### config.mk
export PLATFORM = sky130hd
export DESIGN_NAME = pulse_gen
export DESIGN_NICKNAME = d
export VERILOG_FILES = /design/src/rtl/pulse_gen_pkg.sv /design/src/rtl/pulse_down_counter.sv /design/src/rtl/pulse_gen.sv
export SDC_FILE = /design/constraint.sdc
export NUM_CORES = 1
export LEC_CHECK = 0
export ABC_AREA = 1
export BUFFER_PORTS_ARGS = -buffer_cell sky130_fd_sc_hd__buf_2
export CAP_MARGIN = 20
export CORE_MARGIN = 2
export CORE_UTILIZATION = 50
export CTS_CLUSTER_SIZE = 24
export DETAILED_ROUTE_END_ITERATION = 16
export PLACE_DENSITY = 0.76
export SETUP_SLACK_MARGIN = 0.15
export SLEW_MARGIN = 40
export SYNTH_ARGS = -nofsm -noshare
export SYNTH_HDL_FRONTEND = slang
export SYNTH_SLANG_ARGS = --single-unit
export TNS_END_PERCENT = 30
### constraint.sdc
create_clock -name CLK -period 2.3 [get_ports CLK]
set_input_delay 0 -clock CLK [delete_from_list [all_inputs] [get_ports CLK]]
set_output_delay 0 -clock CLK [all_outputs]
set_load 0.1 [all_outputs]
### src/rtl/pulse_gen_pkg.sv
// pulse_gen_pkg
//   Shared definitions for the pulse generator: FSM state encoding and the
//   default counter width used by pulse_gen and pulse_down_counter.
package pulse_gen_pkg;

   localparam int CNT_W_DEF = 8;

   typedef enum logic [1:0] {
      ST_IDLE  = 2'd0,
      ST_PULSE = 2'd1,
      ST_GUARD = 2'd2
   } state_t;

endpackage

### src/rtl/pulse_down_counter.sv
// pulse_down_counter
//   Loadable down-counter shared by the PULSE and GUARD phases. Load has
//   priority over decrement; decrement saturates at zero so the counter
//   never wraps.
// Ports:
//   i_clk       clock, rising edge
//   i_rst       synchronous active-high reset, clears count to 0
//   i_load      load i_load_val
//   i_dec       decrement by one (ignored when already zero)
//   i_load_val  value to load
//   o_zero      count is zero (decoded from the register)
module pulse_down_counter
   import pulse_gen_pkg::*;
#(
   parameter int CNT_W = CNT_W_DEF
) (
   input  logic             i_clk,
   input  logic             i_rst,
   input  logic             i_load,
   input  logic             i_dec,
   input  logic [CNT_W-1:0] i_load_val,
   output logic             o_zero
);

   logic [CNT_W-1:0] r_cnt;

   always_ff @(posedge i_clk) begin
      if (i_rst) begin
         r_cnt <= '0;
      end else if (i_load) begin
         r_cnt <= i_load_val;
      end else if (i_dec && (r_cnt != '0)) begin
         r_cnt <= r_cnt - CNT_W'(1);
      end
   end

   assign o_zero = (r_cnt == '0);

endmodule

### src/rtl/pulse_gen.sv
// pulse_gen
//   Single-shot pulse generator: an accepted start produces a pulse of
//   pulse_width cycles followed by a low guard of guard_len cycles. Dropping
//   enable during the pulse cuts it short (aborted strobe) and still runs the
//   guard. All outputs are registered.
// Ports:
//   CLK          clock, rising edge
//   RST          synchronous active-high reset
//   enable       generator enable; low aborts a pulse and blocks new starts
//   start        one-cycle request, only honoured in IDLE
//   pulse_width  high time in cycles (0 = request ignored)
//   guard_len    low recovery time after the falling edge
//   pulse_out    generated pulse
//   busy         high during PULSE and GUARD
//   done         strobe on the first low cycle after a complete pulse
//   aborted      strobe on the first low cycle after an aborted pulse
//
// state  | meaning
// -------+-----------------------------------------------------------
// IDLE   | waiting for start; outputs low
// PULSE  | pulse_out high; counter counts remaining high cycles - 1
// GUARD  | pulse_out low, busy high; counter counts remaining guard - 1
module pulse_gen
   import pulse_gen_pkg::*;
#(
   parameter int CNT_W = CNT_W_DEF
) (
   input  logic             CLK,
   input  logic             RST,
   input  logic             enable,
   input  logic             start,
   input  logic [CNT_W-1:0] pulse_width,
   input  logic [CNT_W-1:0] guard_len,
   output logic             pulse_out,
   output logic             busy,
   output logic             done,
   output logic             aborted
);

   state_t           r_state;
   logic [CNT_W-1:0] r_guard;
   logic             r_pulse;
   logic             r_busy;
   logic             r_done;
   logic             r_aborted;

   logic             w_accept;
   logic             w_end_pulse;
   logic             w_load;
   logic             w_dec;
   logic [CNT_W-1:0] w_load_val;
   logic             w_zero;

   assign w_accept    = (r_state == ST_IDLE) && enable && start && (pulse_width != '0);
   // Pulse ends on its last counted cycle or immediately when enable drops.
   assign w_end_pulse = (r_state == ST_PULSE) && (!enable || w_zero);

   // Counter control: load W-1 on accept, G-1 at pulse end (0 when no guard).
   always_comb begin
      w_load     = 1'b0;
      w_dec      = 1'b0;
      w_load_val = '0;
      if (w_accept) begin
         w_load     = 1'b1;
         w_load_val = pulse_width - CNT_W'(1);
      end else if (w_end_pulse) begin
         w_load     = 1'b1;
         w_load_val = (r_guard != '0) ? (r_guard - CNT_W'(1)) : '0;
      end else if ((r_state == ST_PULSE) || (r_state == ST_GUARD)) begin
         w_dec = 1'b1;
      end
   end

   pulse_down_counter #(.CNT_W(CNT_W)) u_cnt (
      .i_clk      (CLK),
      .i_rst      (RST),
      .i_load     (w_load),
      .i_dec      (w_dec),
      .i_load_val (w_load_val),
      .o_zero     (w_zero)
   );

   always_ff @(posedge CLK) begin
      if (RST) begin
         r_state   <= ST_IDLE;
         r_guard   <= '0;
         r_pulse   <= 1'b0;
         r_busy    <= 1'b0;
         r_done    <= 1'b0;
         r_aborted <= 1'b0;
      end else begin
         r_done    <= 1'b0;
         r_aborted <= 1'b0;
         case (r_state)
            ST_IDLE: begin
               if (w_accept) begin
                  r_state <= ST_PULSE;
                  r_guard <= guard_len;
                  r_pulse <= 1'b1;
                  r_busy  <= 1'b1;
               end
            end
            ST_PULSE: begin
               if (w_end_pulse) begin
                  r_pulse   <= 1'b0;
                  r_done    <= enable;
                  r_aborted <= !enable;
                  if (r_guard != '0) begin
                     r_state <= ST_GUARD;
                  end else begin
                     r_state <= ST_IDLE;
                     r_busy  <= 1'b0;
                  end
               end
            end
            ST_GUARD: begin
               if (w_zero) begin
                  r_state <= ST_IDLE;
                  r_busy  <= 1'b0;
               end
            end
            default: begin
               r_state <= ST_IDLE;
               r_pulse <= 1'b0;
               r_busy  <= 1'b0;
            end
         endcase
      end
   end

   assign pulse_out = r_pulse;
   assign busy      = r_busy;
   assign done      = r_done;
   assign aborted   = r_aborted;

endmodule
# After elaboration in Yosys (flattened, before gate mapping)
# Cells that the tools add are included.
[classes]
add_sub_neg = 3
n_eq_ne = 6
n_mux = 22
n_bitwise = 3
n_reduce_logical = 19
[op_table]
columns = ["operator", "count"]
rows = [
  ["8-bit two-way mux", 5],
  ["8-bit nonzero test", 3],
  ["8-bit by 1-bit subtractor with 8-bit output (second input constant)", 3],
  ["1-bit two-way mux", 10],
  ["8-bit logical NOT", 1],
  ["2-bit two-way mux", 4],
  ["2-bit inequality test (second input constant)", 4],
  ["1-bit one-hot mux with 3 select lines", 2],
  ["2-bit one-hot mux with 3 select lines", 1],
  ["3-bit AND reduction", 2],
  ["1-bit logical AND", 5],
  ["4-bit AND reduction", 1],
  ["1-bit NOT", 3],
  ["3-bit OR reduction", 1],
  ["2-bit by 1-bit == test with 1-bit output (second input constant)", 1],
  ["2-bit == test (second input constant)", 1],
  ["2-bit logical NOT", 1],
  ["1-bit logical OR", 2],
  ["2-bit AND reduction", 1],
  ["2-bit nonzero test", 1],
  ["1-bit logical NOT", 1],
]
[word_totals]
ff_bits = 22
inputBits = 20
out_inout_bits = 4
elab_cells = 60

# Depth between registers and ports, before layout
# Gate-level depths: netlist (run 1).
[depth]
depth_word = 8
depth_mapped = 12
depth_no_buf = 11

# Cells and area by module
# A second synthesis (run 1) with hierarchy kept.
[hier_totals]
hier_cells = 231
hier_area_um2 = 1542.7
[modules_own_cells]
columns = ["mod", "n_inst", "cells_per_inst", "area_per_inst_um2", "seq_area_each_um2"]
rows = [
  ["pulse_gen", 1, 127, 942.2, 280.3],
  ["pulse_down_counter", 1, 104, 600.6, 160.2],
]

# Worst setup path after synthesis (run 1)
# OpenSTA, ideal clock, no wires.
[synth_path]
path_kind = "register to register"
startpoint = "reg u_cnt.r_cnt[0]"
endpoint = "reg u_cnt.r_cnt[7]"
setup_ns = 0.112
arrival_time_ns = 1.407
required_time_ns = 2.188
slack_ns = 0.781
stages_incl_launch_ff = 12
n_path_buf = 1
period_less_slack_ns = 1.519
cell_sequence = "dfxtp_1 inv_1 ha_1 nand2_1 nor2_4 o21ai_4 nand2_2 nor2_4 buf_6 nand2_1 nand2_1 nor2_2"
[synth_via]
elab_chain_len = 7
word_cells_on_any_way = 15
cone_classes = "1 x add/sub; 8 x mux; 6 x reduce/logical"
[synth_lines]
columns = ["item", "line", "rtl"]
rows = [
  ["start, declared", "pulse_down_counter.sv:25", "logic [CNT_W-1:0] r_cnt;"],
  ["start signal, assigned", "pulse_down_counter.sv:31", "r_cnt <= i_load_val;"],
  ["start signal, assigned", "pulse_down_counter.sv:33", "r_cnt <= r_cnt - CNT_W'(1);"],
  ["branches (longest 7 deep; another with 8-bit by 1-bit subtractor with 8-bit output)", "--", ""],
]
# Several ways; the timed one is not identified. The select of a mux whose other input is x is not followed.
# A chain may end at the register's enable or synchronous reset.

# Final worst setup path (run 1)
# Ends and elaborated chain as after synthesis.

==> impl_metrics.sql, run 1 <==
INSERT INTO impl_metrics (metric_group, metric, value, unit) VALUES
('run_status', 'result_of_the_run', 'complete, no violations', ''),
('detailed_routing', 'vias_per_cell', '4.82', ''),
('detailed_routing', 'drtAntennaViolNets', '0', ''),
('clock_network', 'cts-hold-fix-buffers', '10', ''),
('timing', 'final_min_period_over_clock_period', '75.1', '%'),
('detailed_routing', 'finalWirelength', '3610', 'µm'),
('clock_network', 'master_cell_of_the_clock_root_buffer', 'sky130_fd_sc_hd__clkbuf_4', ''),
('pwr', 'pwr-share-clk', '17.7', '%'),
('synth', 'synth_area_per_cell', '6.30', 'µm²'),
('layout', 'final_design_instance_area_without_fill', '1890', 'µm²'),
('worst_setup_path', 'ff2ff_path_depth', '10', ''),
('pwr', 'ir_worst_vdd', '0.000254', 'V'),
('worst_setup_path', 'setup.worst_path.end', 'u_cnt.r_cnt[7]', ''),
('clock_network', 'h-tree-depth', '1', ''),
('timing', 'timing.final.setup_violations', '0', ''),
('worst_setup_path', 'cp-end-kind', 'register', ''),
('clock_network', 'clock_latency', '0.31', 'ns'),
('layout', 'post_route_cells_drive_above_1_share', '16.3', '%'),
('layout', 'post-route-util', '61.9', '%'),
('worst_setup_path', 'worstPathMaxFanout', '12', ''),
('layout', 'fin_nets', '315', ''),
('clock_network', 'tritoncts', 'yes', ''),
('placed_design', 'placement.io_buffers', '23', ''),
('worst_setup_path', 'critPathRequiredTime', '2.53', 'ns'),
('timing', 'totalNegativeSetupSlack', '0', 'ns'),
('clock_network', 'tritoncts_num_sinks', '22', ''),
('timing', 'timing.hold.ws', '0.147', 'ns'),
('synth', 'post_synth_inst_count', '254', ''),
('detailed_routing', 'vias', '1601', ''),
('placed_design', 'place_area', '1750', 'µm²'),
('synth', 'mappedNetlistArea', '1600', 'µm²'),
('worst_setup_path', 'worst_r2r_endpoint', 'u_cnt.r_cnt[7]', ''),
('floorplan', 'die_width', '60.6', 'µm'),
('floorplan', 'core.rowCount', '20', ''),
('layout', 'layout_commonest_cell', 'sky130_fd_sc_hd__nor2_1', ''),
('floorplan', 'io-pin-count', '24', ''),
('timing', 'slew_violations', '0', ''),
('worst_hold_path', 'worstHoldPathCells', '6', ''),
('pwr', 'power.switching_fraction', '41.2', '%'),
('worst_setup_path', 'r2r_setup_slack', '0.57', 'ns'),
('clock_network', 'cts_made_buffers', '3', ''),
('layout', 'final_cell_count_no_fill', '332', ''),
('worst_setup_path', 'crit_path_start', 'u_cnt.r_cnt[0]', ''),
('synth', 'synth_cell_type_count', '25', ''),
('floorplan', 'initial_standard_cell_utilization_of_the_core', '52.4', '%'),
('layout', 'final_cell_mix', 'sky130_fd_sc_hd__nor2_1 (53), sky130_fd_sc_hd__nand2_1 (51), sky130_fd_sc_hd__inv_1 (31), sky130_fd_sc_hd__nand3_1 (30), sky130_fd_sc_hd__buf_2 (23)', ''),
('grt', 'via_count_of_the_first_global_routing_pass', '1504', ''),
('pwr', 'switching_power', '0.000515', 'W'),
('placed_design', 'hpwl', '2650', 'µm'),
('timing', 'maxSlewHeadroom', '63.0', '%'),
('timing', 'worst_clock_skew', '0.00260', 'ns'),
('floorplan', 'design.core.area', '3050', 'µm²'),
('layout', 'antenna-diode-count', '0', ''),
('pwr', 'pwr-share-comb', '45.3', '%'),
('floorplan', 'floorplan.die_area', '3670', 'µm²'),
('placed_design', 'gp_congestion', '0.858', ''),
('synth', 'synth_warn', '0', ''),
('grt', 'grt_overflow_total', '0', ''),
('clock_network', 'cts_setup_buffers', '0', ''),
('timing', 'timing.fmax', '579', 'MHz'),
('pwr', 'total_leakage_power', '0.962', 'nW'),
('placed_design', 'placed_cell_count', '318', ''),
('grt', 'grt_use_total', '22.5', '%'),
('job', 'maxCapViolations', '0', ''),
('detailed_routing', 'dr_pass1_iterations', '4', ''),
('worst_setup_path', 'critPathLaunchType', 'register', ''),
('timing', 'period_needed', '1.73', 'ns'),
('layout', 'flow.area_growth_from_synthesis', '18.2', '%'),
('floorplan', 'fp.dieH', '60.6', 'µm'),
('pwr', 'pwr_density_cell', '662', 'nW/µm²'),
('detailed_routing', 'avgRoutedWirePerCell', '10.9', 'µm');
power groups by stage:
| stage | logic, W | registers (W) | clock network, W |
|---|---|---|---|
| 2_1_floorplan | 0.000427 | 0.000489 | 0 |
| 3_3_place_gp | 0.000543 | 0.000469 | 0 |
| 3_5_place_dp | 0.000548 | 0.000470 | 0 |
| 4_1_cts | 0.000564 | 0.000462 | 0.000226 |
| 5_1_grt | 0.000655 | 0.000467 | 0.000241 |
| 6_report | 0.000567 | 0.000463 | 0.000221 |
worst max-delay path, cell delays in order, from the launching register on:
cell and delay (ns):
sky130_fd_sc_hd__dfxtp_1 0.34, sky130_fd_sc_hd__inv_1 0.09, sky130_fd_sc_hd__ha_1 0.20, sky130_fd_sc_hd__nand2_1 0.10, sky130_fd_sc_hd__nor2_4 0.06, sky130_fd_sc_hd__o21ai_4 0.27
sky130_fd_sc_hd__nand2_2 0.12, sky130_fd_sc_hd__nor2_4 0.24, sky130_fd_sc_hd__nand2_1 0.09, sky130_fd_sc_hd__nand2_1 0.08, sky130_fd_sc_hd__nor2_2 0.04
logic make-up (layout without fill, tap and decap cells):
family	after synthesis	in the layout	share of synthesized area (%)
buffers and inverters	37	71	9.47
flip-flops	22	22	27.5
AND/OR/NAND/NOR	151	151	42.2
AO/OA/AOI/OAI	28	28	10.6
XOR/XNOR	10	10	5.48
adder cells (fa/ha/maj)	6	6	4.69
cells in the mapped netlist, drive strengths merged:
cell type and instances:
inv 32, xor2 8, o211ai 1, nand3 32, o21bai 2, dfxtp 22
nor3 1, nand2 55, xnor2 2, or2 1, a21oi 10, buf 5
o21ai 15, nand3b 1, nand4 1, nor2 60, ha 6
area by class of cell:
type	count	area, µm²
clock buffer	4	36.3
fill	310	1160
inverter	32	120
timing repair buffer	35	230
tap	44	55.1
multi-input combinational	195	1010
sequential	22	440
stage by stage:
stage | power, W | setup WS [ns]
6_report | 0.00125 | 0.572
5_1_grt | 0.00136 | 0.416
4_1_cts | 0.00125 | 0.567
3_5_place_dp | 0.00102 | 0.594
3_3_place_gp | 0.00101 | 0.640
2_1_floorplan | 0.000916 | 0.781
metal layers:
layer	up-vias	part of all wire, %	global-route usage [%]
met5	-	0	0
met4	0	1.4	7.76
met3	6	5.0	3.20
met2	51	45	37.3
met1	679	48	30.2
li1	865	-	-
sequential cells by signal, summed over array words and instances, names as in the netlist:
register / cells
aborted: 1
r_state: 2
busy: 1
done: 1
pulse_out: 1
r_guard: 8
u_cnt.r_cnt: 8
worst min path at each step:
| stage | start | end |
|---|---|---|
| 6_report | pulse_width[7] | u_cnt.r_cnt[7] |
| 5_1_grt | pulse_width[7] | u_cnt.r_cnt[7] |
| 4_1_cts | pulse_width[7] | u_cnt.r_cnt[7] |
| 3_5_place_dp | RST | pulse_out |
| 3_3_place_gp | RST | busy |
| 2_1_floorplan | RST | busy |
Note: power is estimated with default switching activity, not from simulation.
==> inputs of run 2 (changes only) <==
Settings changed: PLACE_DENSITY 0.76 to 0.79.
Clock period 2.3 ns to 1.5 ns, I/O delays scaled along.
==> impl_metrics.sql, run 2 (synthesis results as in run 1) <==
INSERT INTO impl_metrics (metric_group, metric, value, unit) VALUES
('timing', 'timing.final.setup_violations', '6', ''),
('worst_setup_path', 'ff2ff_path_depth', '9', ''),
('grt', 'use_met2', '50.3', '%'),
('detailed_routing', 'avgRoutedWirePerCell', '12.7', 'µm'),
('clock_network', 'clock_latency', '0.33', 'ns'),
('grt', 'grt_antenna_before_repair', '0', ''),
('layout', 'final_cell_mix', 'sky130_fd_sc_hd__nand2_1 (46), sky130_fd_sc_hd__nor2_1 (46), sky130_fd_sc_hd__inv_1 (29), sky130_fd_sc_hd__nand3_1 (27)', ''),
('floorplan', 'die_width', '60.6', 'µm'),
('detailed_routing', 'vias_per_cell', '5.19', ''),
('placed_design', 'dpl_worst_slack', '-0.0244', 'ns'),
('detailed_routing', 'dr_pass1_iterations', '4', ''),
('worst_hold_path', 'worst_hold_path.endpoint', 'u_cnt.r_cnt[7]', ''),
('clock_network', 'clkSlewWorstSetupHoldPaths', '0.15', 'ns'),
('grt', 'grt_max_degree', '19', ''),
('detailed_routing', 'drtAntennaViolNets', '0', ''),
('detailed_routing', 'detail_route.drc_violations', '0', ''),
('pwr', 'pwr_density_cell', '1060', 'nW/µm²'),
('worst_setup_path', 'cp-end-kind', 'register', ''),
('floorplan', 'fp.dieH', '60.6', 'µm'),
('grt', 'met3_usage', '3.84', '%'),
('timing', 'period_needed', '1.60', 'ns'),
('layout', 'biggestRegsByFlops', 'r_guard x8, u_cnt.r_cnt x8, r_state x2', ''),
('floorplan', 'io-pin-count', '24', ''),
('detailed_routing', 'drtIter0Drc', '101', ''),
('timing', 'timing.hold.ws', '0.159', 'ns'),
('run_status', 'violations', 'setup timing', ''),
('timing', 'rsz0062_at_grt', 'true', ''),
('floorplan', 'core.rowCount', '20', ''),
('pwr', 'ir_worst_vdd', '0.000707', 'V'),
('worst_setup_path', 'critPathRequiredTime', '1.74', 'ns'),
('detailed_routing', 'finalWirelength', '4550', 'µm'),
('worst_hold_path', 'hp_class', 'input port to register', ''),
('worst_setup_path', 'worst_r2r_endpoint', 'u_cnt.r_cnt[0]', ''),
('placed_design', 'gp_congestion', '0.837', ''),
('layout', 'n_fill_cell', '243', ''),
('floorplan', 'floorplan.die_area', '3670', 'µm²'),
('timing', 'timing.final.hold_violations', '0', ''),
('timing', 'final_min_period_over_clock_period', '107', '%'),
('clock_network', 'cts_made_buffers', '3', ''),
('timing', 'timing.fmax', '626', 'MHz'),
('floorplan', 'initial_standard_cell_utilization_of_the_core', '52.4', '%'),
('worst_setup_path', 'cp_data_arrival_time', '1.83', 'ns'),
('clock_network', 'h-tree-depth', '1', ''),
('detailed_routing', 'vias', '1863', ''),
('layout', 'antenna-diode-count', '0', ''),
('worst_setup_path', 'critPathLaunchType', 'register', ''),
('clock_network', 'tritoncts_num_sinks', '22', ''),
('grt', 'via_count_of_the_first_global_routing_pass', '1726', ''),
('timing', 'worstMarginPinSlew', '0.539', 'ns'),
('clock_network', 'tritoncts', 'yes', ''),
('worst_hold_path', 'holdCritStartpoint', 'pulse_width[7]', ''),
('grt', 'grt_overflow_total', '0', ''),
('timing', 'maxSlewHeadroom', '64.0', '%'),
('grt', 'grtUsageMet1', '29.0', '%'),
('timing', 'fin_ws', '-0.0975', 'ns'),
('run_status', 'result_of_the_run', 'finished with violations', ''),
('timing', 'totalNegativeSetupSlack', '-0.223', 'ns'),
('layout', 'flow.area_growth_from_synthesis', '40.5', '%'),
('floorplan', 'design.core.area', '3050', 'µm²'),
('layout', 'final_cell_count_no_fill', '359', ''),
('grt', 'busiest_layer', 'met2', ''),
('placed_design', 'placement.io_buffers', '23', ''),
('worst_hold_path', 'worstHoldPathCells', '6', ''),
('timing', 'worst_clock_skew', '0.0120', 'ns'),
('layout', 'post_route_cells_drive_above_1_share', '31.4', '%'),
('grt', 'grt_pass1_wl', '7200', 'µm'),
('placed_design', 'placed_cell_count', '335', ''),
('clock_network', 'number_of_buffers_on_the_longest_clock_path', '2', ''),
('pwr', 'total_leakage_power', '1.13', 'nW'),
('job', 'maxCapViolations', '0', ''),
('timing', 'slew_violations', '0', ''),
('worst_setup_path', 'worstReg2RegStart', 'u_cnt.r_cnt[0]', ''),
('grt', 'grt_use_total', '26.0', '%'),
('clock_network', 'master_cell_of_the_clock_root_buffer', 'sky130_fd_sc_hd__clkbuf_4', ''),
('layout', 'fin_nets', '342', ''),
('placed_design', 'hpwl', '2780', 'µm'),
('worst_setup_path', 'timing.setup.critical_path_class', 'register to register', ''),
('worst_setup_path', 'r2r_setup_slack', '-0.1', 'ns'),
('worst_setup_path', 'worstPathMaxFanout', '3', '');
run 2: cell count changes in the layout (fill, tap and decap cells not counted), moves of 6 or more:
cell	change
sky130_fd_sc_hd__dfxtp_1	-6
sky130_fd_sc_hd__nor2_4	+6
sky130_fd_sc_hd__nor2_1	-7
sky130_fd_sc_hd__buf_4	+21
sky130_fd_sc_hd__buf_6	+6
run 2: how the worst max path moves through the flow:
| stage | start | endpoint | slack [ns] | cells past startpoint |
|---|---|---|---|---|
| 2_1_floorplan | u_cnt.r_cnt[1] | u_cnt.r_cnt[7] | 0.04 | 11 |
| 3_3_place_gp | u_cnt.r_cnt[4] | u_cnt.r_cnt[7] | -0.007 | 9 |
| 3_5_place_dp | pulse_width[1] | u_cnt.r_cnt[7] | -0.02 | 10 |
| 4_1_cts | u_cnt.r_cnt[1] | u_cnt.r_cnt[3] | -0.01 | 12 |
| 5_1_grt | u_cnt.r_cnt[0] | u_cnt.r_cnt[0] | -0.15 | 9 |
| 6_report | u_cnt.r_cnt[0] | u_cnt.r_cnt[0] | -0.1 | 9 |
run 2: area by class of cell:
cell class,count,area [µm²],area share (%)
clock buffer,3,22.5,1.00
clock inverter,1,30.0,1.34
inverter,32,120,5.35
multi-input combinational,195,1110,49.6
sequential,22,450,20.0
tap,44,55.1,2.45
timing repair buffer,62,455,20.3
run 2: routing by layer:
layer	share of wire [%]	wire (µm)
met1	41	1850
met2	53	2430
met3	4.5	207
met4	1.5	68
met5	0	0
run 2: what timing repair did:
item                                    in CTS  in global routing
buffers inserted                            10                  0
hold buffers                                10                  0
hold endpoints to repair                    13                  0
pin swaps                                    3                 19
endpoints found under the setup margin      22                 22
resized for setup                           11                 25
run 2: per-stage QoR:
| stage | cell area (µm²) | total power, W | util, % |
|---|---|---|---|
| 6_report | 2250 | 0.00238 | 73.6 |
| 5_1_grt | 2250 | 0.00251 | 73.6 |
| 4_1_cts | 2160 | 0.00226 | 70.9 |
| 3_5_place_dp | 1900 | 0.00167 | 62.2 |
| 3_3_place_gp | 1900 | 0.00165 | 62.2 |
| 2_1_floorplan | 1620 | 0.00142 | - |
run 2: where the power goes:
part           switching [W]  total, W  leakage (nW)  internal [W]
Clock               0.000212  0.000482        0.0279      0.000271
Sequential         0.0000569  0.000715         0.184      0.000659
Combinational       0.000679   0.00118         0.923      0.000498
run 2: worst max-delay path, stage by stage, from the launching register on:
cell and delay, ns:
sky130_fd_sc_hd__dfxtp_2 0.36, sky130_fd_sc_hd__inv_2 0.08, sky130_fd_sc_hd__ha_4 0.14, sky130_fd_sc_hd__nand2_4 0.04, sky130_fd_sc_hd__nor2_4 0.16, sky130_fd_sc_hd__inv_2 0.06
sky130_fd_sc_hd__o211ai_1 0.12, sky130_fd_sc_hd__nand3_1 0.20, sky130_fd_sc_hd__o21ai_0 0.27, sky130_fd_sc_hd__nor2_1 0.07
